<file path="config.mk">
export PLATFORM = sky130hd
export DESIGN_NAME = cont_sched
export DESIGN_NICKNAME = d
export VERILOG_FILES = /design/src/rtl/cont_sched_pkg.sv /design/src/rtl/rr_arb2.sv /design/src/rtl/cont_sched.sv
export SDC_FILE = /design/constraint.sdc
export NUM_CORES = 1
export LEC_CHECK = 0
export ABC_AREA = 1
export BUFFER_PORTS_ARGS = -buffer_cell sky130_fd_sc_hd__buf_4
export CAP_MARGIN = 10
export CELL_PAD_IN_SITES_DETAIL_PLACEMENT = 1
export CELL_PAD_IN_SITES_GLOBAL_PLACEMENT = 1
export CORE_ASPECT_RATIO = 0.9
export CORE_UTILIZATION = 25
export DETAILED_ROUTE_END_ITERATION = 6
export GPL_ROUTABILITY_DRIVEN = 0
export PLACE_DENSITY_LB_ADDON = 0.15
export SLEW_MARGIN = 20
export SYNTH_ARGS = -nofsm -noshare
export SYNTH_HDL_FRONTEND = slang
export SYNTH_SLANG_ARGS = --single-unit
</file>
<file path="constraint.sdc">
create_clock -name clk -period 1.75 [get_ports clk]
set_input_delay 0.35 -clock clk [delete_from_list [all_inputs] [get_ports clk]]
set_output_delay 0.35 -clock clk [all_outputs]
set_load 0.05 [all_outputs]
</file>
<file path="src/rtl/cont_sched_pkg.sv">
// cont_sched_pkg: shared definitions for the counter scheduler.
//   CONT_SCHED_WIDTH : default width of counter values and targets
//   state_t          : scheduler FSM states (IDLE, RUN, DONE)
package cont_sched_pkg;

  localparam int unsigned CONT_SCHED_WIDTH = 8;

  typedef enum logic [1:0] {
    IDLE = 2'd0,
    RUN  = 2'd1,
    DONE = 2'd2
  } state_t;

endpackage

</file>
<file path="src/rtl/rr_arb2.sv">
// rr_arb2: two-way round-robin grant.
//   valid[1:0]  : request lines
//   last_owner  : index of the previously granted requester
//   grant[1:0]  : one-hot grant (all zero when nothing is valid)
// With both requesters valid, the one that did not win last time wins.
module rr_arb2 (
  input  logic [1:0] valid,
  input  logic       last_owner,
  output logic [1:0] grant
);

  always_comb begin
    grant = '0;
    if (valid[0] && (!valid[1] || last_owner)) begin
      grant[0] = 1'b1;
    end else if (valid[1]) begin
      grant[1] = 1'b1;
    end
  end

endmodule

</file>
<file path="src/rtl/cont_sched.sv">
// cont_sched: two-requester scheduler that drives an external up/down
// counter to a requested target along the shortest wrap-around path.
//   clk, reset                 : clock, synchronous active-high reset
//   reqN_valid / reqN_target   : requester N job request and target value
//   reqN_ready                 : request accepted this cycle (IDLE only)
//   reqN_done                  : one-cycle pulse when requester N's job ends
//   abort                      : terminate the running job (RUN only)
//   cnt_value                  : current count fed back from the counter
//   cnt_en / cnt_up_down       : counter step enable and direction (1 = up)
//   busy                       : high whenever not IDLE
//   owner                      : requester of the current / latest job
//   aborted                    : qualifies reqN_done; job ended by abort
module cont_sched
  import cont_sched_pkg::*;
#(
  parameter int unsigned WIDTH = CONT_SCHED_WIDTH
) (
  input  logic             clk,
  input  logic             reset,
  input  logic             req0_valid,
  input  logic [WIDTH-1:0] req0_target,
  output logic             req0_ready,
  output logic             req0_done,
  input  logic             req1_valid,
  input  logic [WIDTH-1:0] req1_target,
  output logic             req1_ready,
  output logic             req1_done,
  input  logic             abort,
  input  logic [WIDTH-1:0] cnt_value,
  output logic             cnt_en,
  output logic             cnt_up_down,
  output logic             busy,
  output logic             owner,
  output logic             aborted
);

  // Distances up to and including half the range go up; the tie goes up.
  localparam logic [WIDTH-1:0] HALF = {1'b1, {(WIDTH-1){1'b0}}};

  state_t           state;
  logic [WIDTH-1:0] target;
  logic [WIDTH-1:0] diff;
  logic             last_owner;
  logic [1:0]       grant;

  rr_arb2 u_arb (
    .valid      ({req1_valid, req0_valid}),
    .last_owner (last_owner),
    .grant      (grant)
  );

  assign diff = target - cnt_value;

  // Outputs are gated by reset so a reset cycle in mid-job neither steps
  // the counter nor pulses done, even though state is still RUN/DONE.
  always_comb begin
    req0_ready  = (state == IDLE) && !reset && grant[0];
    req1_ready  = (state == IDLE) && !reset && grant[1];
    cnt_en      = (state == RUN) && !reset && !abort && (diff != '0);
    cnt_up_down = cnt_en && (diff <= HALF);
    req0_done   = (state == DONE) && !reset && !owner;
    req1_done   = (state == DONE) && !reset && owner;
    busy        = (state != IDLE) && !reset;
  end

  always_ff @(posedge clk) begin
    if (reset) begin
      state      <= IDLE;
      target     <= '0;
      owner      <= 1'b0;
      last_owner <= 1'b1;
      aborted    <= 1'b0;
    end else begin
      case (state)
        IDLE: begin
          if (req0_ready || req1_ready) begin
            target     <= grant[1] ? req1_target : req0_target;
            owner      <= grant[1];
            last_owner <= grant[1];
            aborted    <= 1'b0;
            state      <= RUN;
          end
        end
        RUN: begin
          if (abort) begin
            aborted <= 1'b1;
            state   <= DONE;
          end else if (diff == '0) begin
            state <= DONE;
          end
        end
        DONE:    state <= IDLE;
        default: state <= IDLE;
      endcase
    end
  end

endmodule

</file>
==> flow_metrics.env <==
export IMPL_grt_pass1_vias=1281
export IMPL_reg2reg_to="state[1]$_SDFFE_PP0P_"
export IMPL_worst_ep_arrival_time_ns=1.88
export IMPL_relSlewSlack=0.838
export IMPL_grt_remaining_overflow=0
export IMPL_root_buffer="clkbuf_8"
export IMPL_setup_tns_ns=-0.922
export IMPL_io_buffers=37
export IMPL_synthesis_area_sq_mm=0.00105
export IMPL_powerDensity_mw_per_mm2=774
export IMPL_vias=1219
export IMPL_clock_fmax_mhz=448
export IMPL_worstRegToRegCells=13
export IMPL_fin_cells=265
export IMPL_syn_area_per_cell_sq_um=6.24
export IMPL_holdPathStages=2
export IMPL_die_h_microns=63.6
export IMPL_dp_cells=259
export IMPL_final_setup_viol_count=2
export IMPL_nets=254
export IMPL_firstDrtPassIters=4
export IMPL_ctsHoldBuffers=0
export IMPL_failed_checks="setup timing"
export IMPL_cp_top_family="simple AND/OR/NAND/NOR gates"
export IMPL_p_int_mw=0.775
export IMPL_cts_inserted_buffers=3
export IMPL_synth_seq_cells=13
export IMPL_grtUsageTotal=0.158
export IMPL_rr_startpoint="target[2]$_SDFFE_PP0P_"
export IMPL_grt_busiest_layer="met2"
export IMPL_vdd_drop_max_uv=234
export IMPL_ios=38
export IMPL_rrSetupSlack_ns=0.03
export IMPL_worstMarginPinSlew_ns=0.242
export IMPL_grt_max_degree=18
export IMPL_critical_path_max_fanout=6
export IMPL_syn_inst=169
export IMPL_worst_slack_ns=-0.480
export IMPL_crit_path_frequent_cell="nand2_1"
export IMPL_wl_per_cell_microns=12.1
export IMPL_ctsHtreeMaxLevel=1
export IMPL_cts_sinks=13
export IMPL_antenna_found_initial=0
export IMPL_criticalPathCategory="reg -> out"
export IMPL_diodes=0
export IMPL_p_leak_nw=0.831
export IMPL_fillCellCount=543
export IMPL_worstPathRequired_ns=1.40
export IMPL_p_seq_frac=0.292
export IMPL_period_share=1.27
export IMPL_cp_start_kind="register"
export IMPL_min_delay_path_class="in -> reg"
export IMPL_drc=0
export IMPL_hold_end="owner$_SDFFE_PP0P_"
export IMPL_synth_fp_nets=205
export IMPL_end_kind="primary output"
export IMPL_synth_distinct_cells=25
export IMPL_insertion_delay_ns=0.24
export IMPL_grtUsageMet3=0.0256
export IMPL_synthToLayoutAreaGrowth_pct=59.2
export IMPL_cts_tree="built"
export IMPL_pwr_share_clk=0.209
export IMPL_core_area_sq_mm=0.00407
export IMPL_p_comb_frac=0.500
export IMPL_drt_total_wl_mm=3.22
export IMPL_grt_pass1_wl_mm=5.62
export IMPL_max_stage_delay_ns=0.34
export IMPL_power_switching_mw=0.525
export IMPL_rsz0062_at_grt="yes"
export IMPL_drt_iter0_markers=26
export IMPL_die_w_microns=70.5
export IMPL_start_util=0.259
export IMPL_grt_met1_usage=0.206
export IMPL_globalRouteMet2Util=0.267
export IMPL_finalHoldViolCount=0
export IMPL_crit_slowest_cell="dfxtp_2"
export IMPL_drt_antenna_violating_nets=0
export IMPL_outcome="finished with violations"
export IMPL_hold_path_startpoint="reset"
export IMPL_max_clock_path_buffers=2
export IMPL_maxCapViolCount=0
export IMPL_via_per_inst=4.60
export IMPL_cts_clk_slew_worst_paths_ns=0.06
export IMPL_hpwl_mm=2.80
export IMPL_clock_skew_ns=0.00647
export IMPL_crit_buf_inv=4
export IMPL_yosys_warnings=0
export IMPL_drive_above_1_share=0.475
export IMPL_die_area_sq_mm=0.00448
export IMPL_num_rows=22
export IMPL_cp_cell_sequence="ha_4 > nand2_1 > nand2_2 > inv_1 > nand3_1 > nand2_1 > inv_1 > nand2_1 > nor2_2 > nand3_2 > nand2_4 > clkinvlp_4 > buf_8"
export IMPL_p_sw_frac=0.404
export IMPL_seq_area_frac_synth=0.247
export IMPL_slew_violations=0
export IMPL_period_minus_slack_ns=2.23
area by class of cell:
cell class / count / area, sq um / share of cell area
clock buffer: 4 / 45.0 / 0.0268
inverter: 33 / 138 / 0.0820
multi-input combinational: 121 / 811 / 0.483
sequential: 13 / 269 / 0.160
tap: 48 / 60.1 / 0.0358
timing repair buffer: 46 / 357 / 0.212
placed cells by master (no fill, tap or decap), types with 2 or more instances in the layout:
| master | Yosys | routed |
|---|---|---|
| nand2_1 | 50 | 36 |
| a31oi_1 | 8 | 8 |
| a21oi_1 | 4 | 3 |
| o21ai_0 | 8 | 8 |
| nor2_1 | 15 | 11 |
| dfxtp_2 | 0 | 4 |
| nor2_4 | 3 | 5 |
| a21oi_2 | 2 | 2 |
| inv_2 | 3 | 9 |
| dfxtp_1 | 13 | 8 |
| inv_1 | 30 | 21 |
| nand4_1 | 2 | 2 |
| buf_4 | 0 | 44 |
| nand2_2 | 2 | 13 |
| nor2_2 | 2 | 4 |
| ha_4 | 0 | 6 |
| nand2_4 | 0 | 3 |
| nand3_1 | 10 | 10 |
| clkbuf_8 | 0 | 3 |
registers in the layout, indices dropped and copies added, names as in the netlist:
name        cells
aborted         1
last_owner      1
owner           1
state           2
target          8
layer usage:
metal | routed length [microns] | share of wire
met5 | 0 | 0
met4 | 22 | 0.0068
met3 | 100 | 0.031
met2 | 1570 | 0.49
met1 | 1530 | 0.47
what timing repair did:
action	in CTS	in global routing
endpoints found under the setup margin	3	4
setup buffers	2	0
resized for setup	10	16
pin swaps	7	14
how the worst max path moves through the flow:
stage | endpoint | start | cells past startpoint | slack [ns]
after floorplan | cnt_en | cnt_value[2] | 11 | -0.15
after global placement | cnt_en | cnt_value[2] | 15 | -0.38
after detailed placement | cnt_en | cnt_value[2] | 15 | -0.40
after CTS | cnt_en | target[2]$_SDFFE_PP0P_ | 13 | -0.48
after global routing | cnt_en | target[4]$_SDFFE_PP0P_ | 12 | -0.62
final | cnt_en | target[2]$_SDFFE_PP0P_ | 13 | -0.48
stage by stage:
stage	hold slack [ns]	area, sq um	utilization	setup WS (ns)	power (mW)
2_1_floorplan	0.453	1180	-	-0.149	0.804
3_3_place_gp	0.512	1550	0.381	-0.379	0.970
3_5_place_dp	0.526	1550	0.381	-0.404	0.993
4_1_cts	0.297	1640	0.402	-0.480	1.29
5_1_grt	0.306	1680	0.412	-0.616	1.40
6_report	0.305	1680	0.412	-0.480	1.30
Yosys cell counts, drive strengths merged:
cell type,instances,area (sq um)
nand2,52,200
inv,33,124
nor2,20,103
dfxtp,13,260
nand3,11,60.1
o21ai,10,65.1
a31oi,8,50.1
ha,7,87.6
a21oi,6,37.5
buf,2,16.3
nand4,2,12.5
a21o,1,7.51
nand3b,1,7.51
o211ai,1,7.51
o31ai,1,7.51
xor2,1,8.76
power by group through the flow:
stage                     clock network [mW]  registers, mW  logic (mW)
after CTS                              0.283          0.380       0.630
after global routing                   0.295          0.385       0.723
after detailed placement                   0          0.383       0.609
after global placement                     0          0.380       0.590
final                                  0.272          0.379       0.649
after floorplan                            0          0.394       0.410
cell families after synthesis:
kind of cell	Yosys count	synth area share
AOI/OAI and AO/OA	27	0.166
xor gates and xnor gates	1	0.00831
adders and majority gates	7	0.0830
buffers and inverters	35	0.133
DFF	13	0.247
and+or+nand+nor	86	0.363
Power figures use the tool's default switching activity.
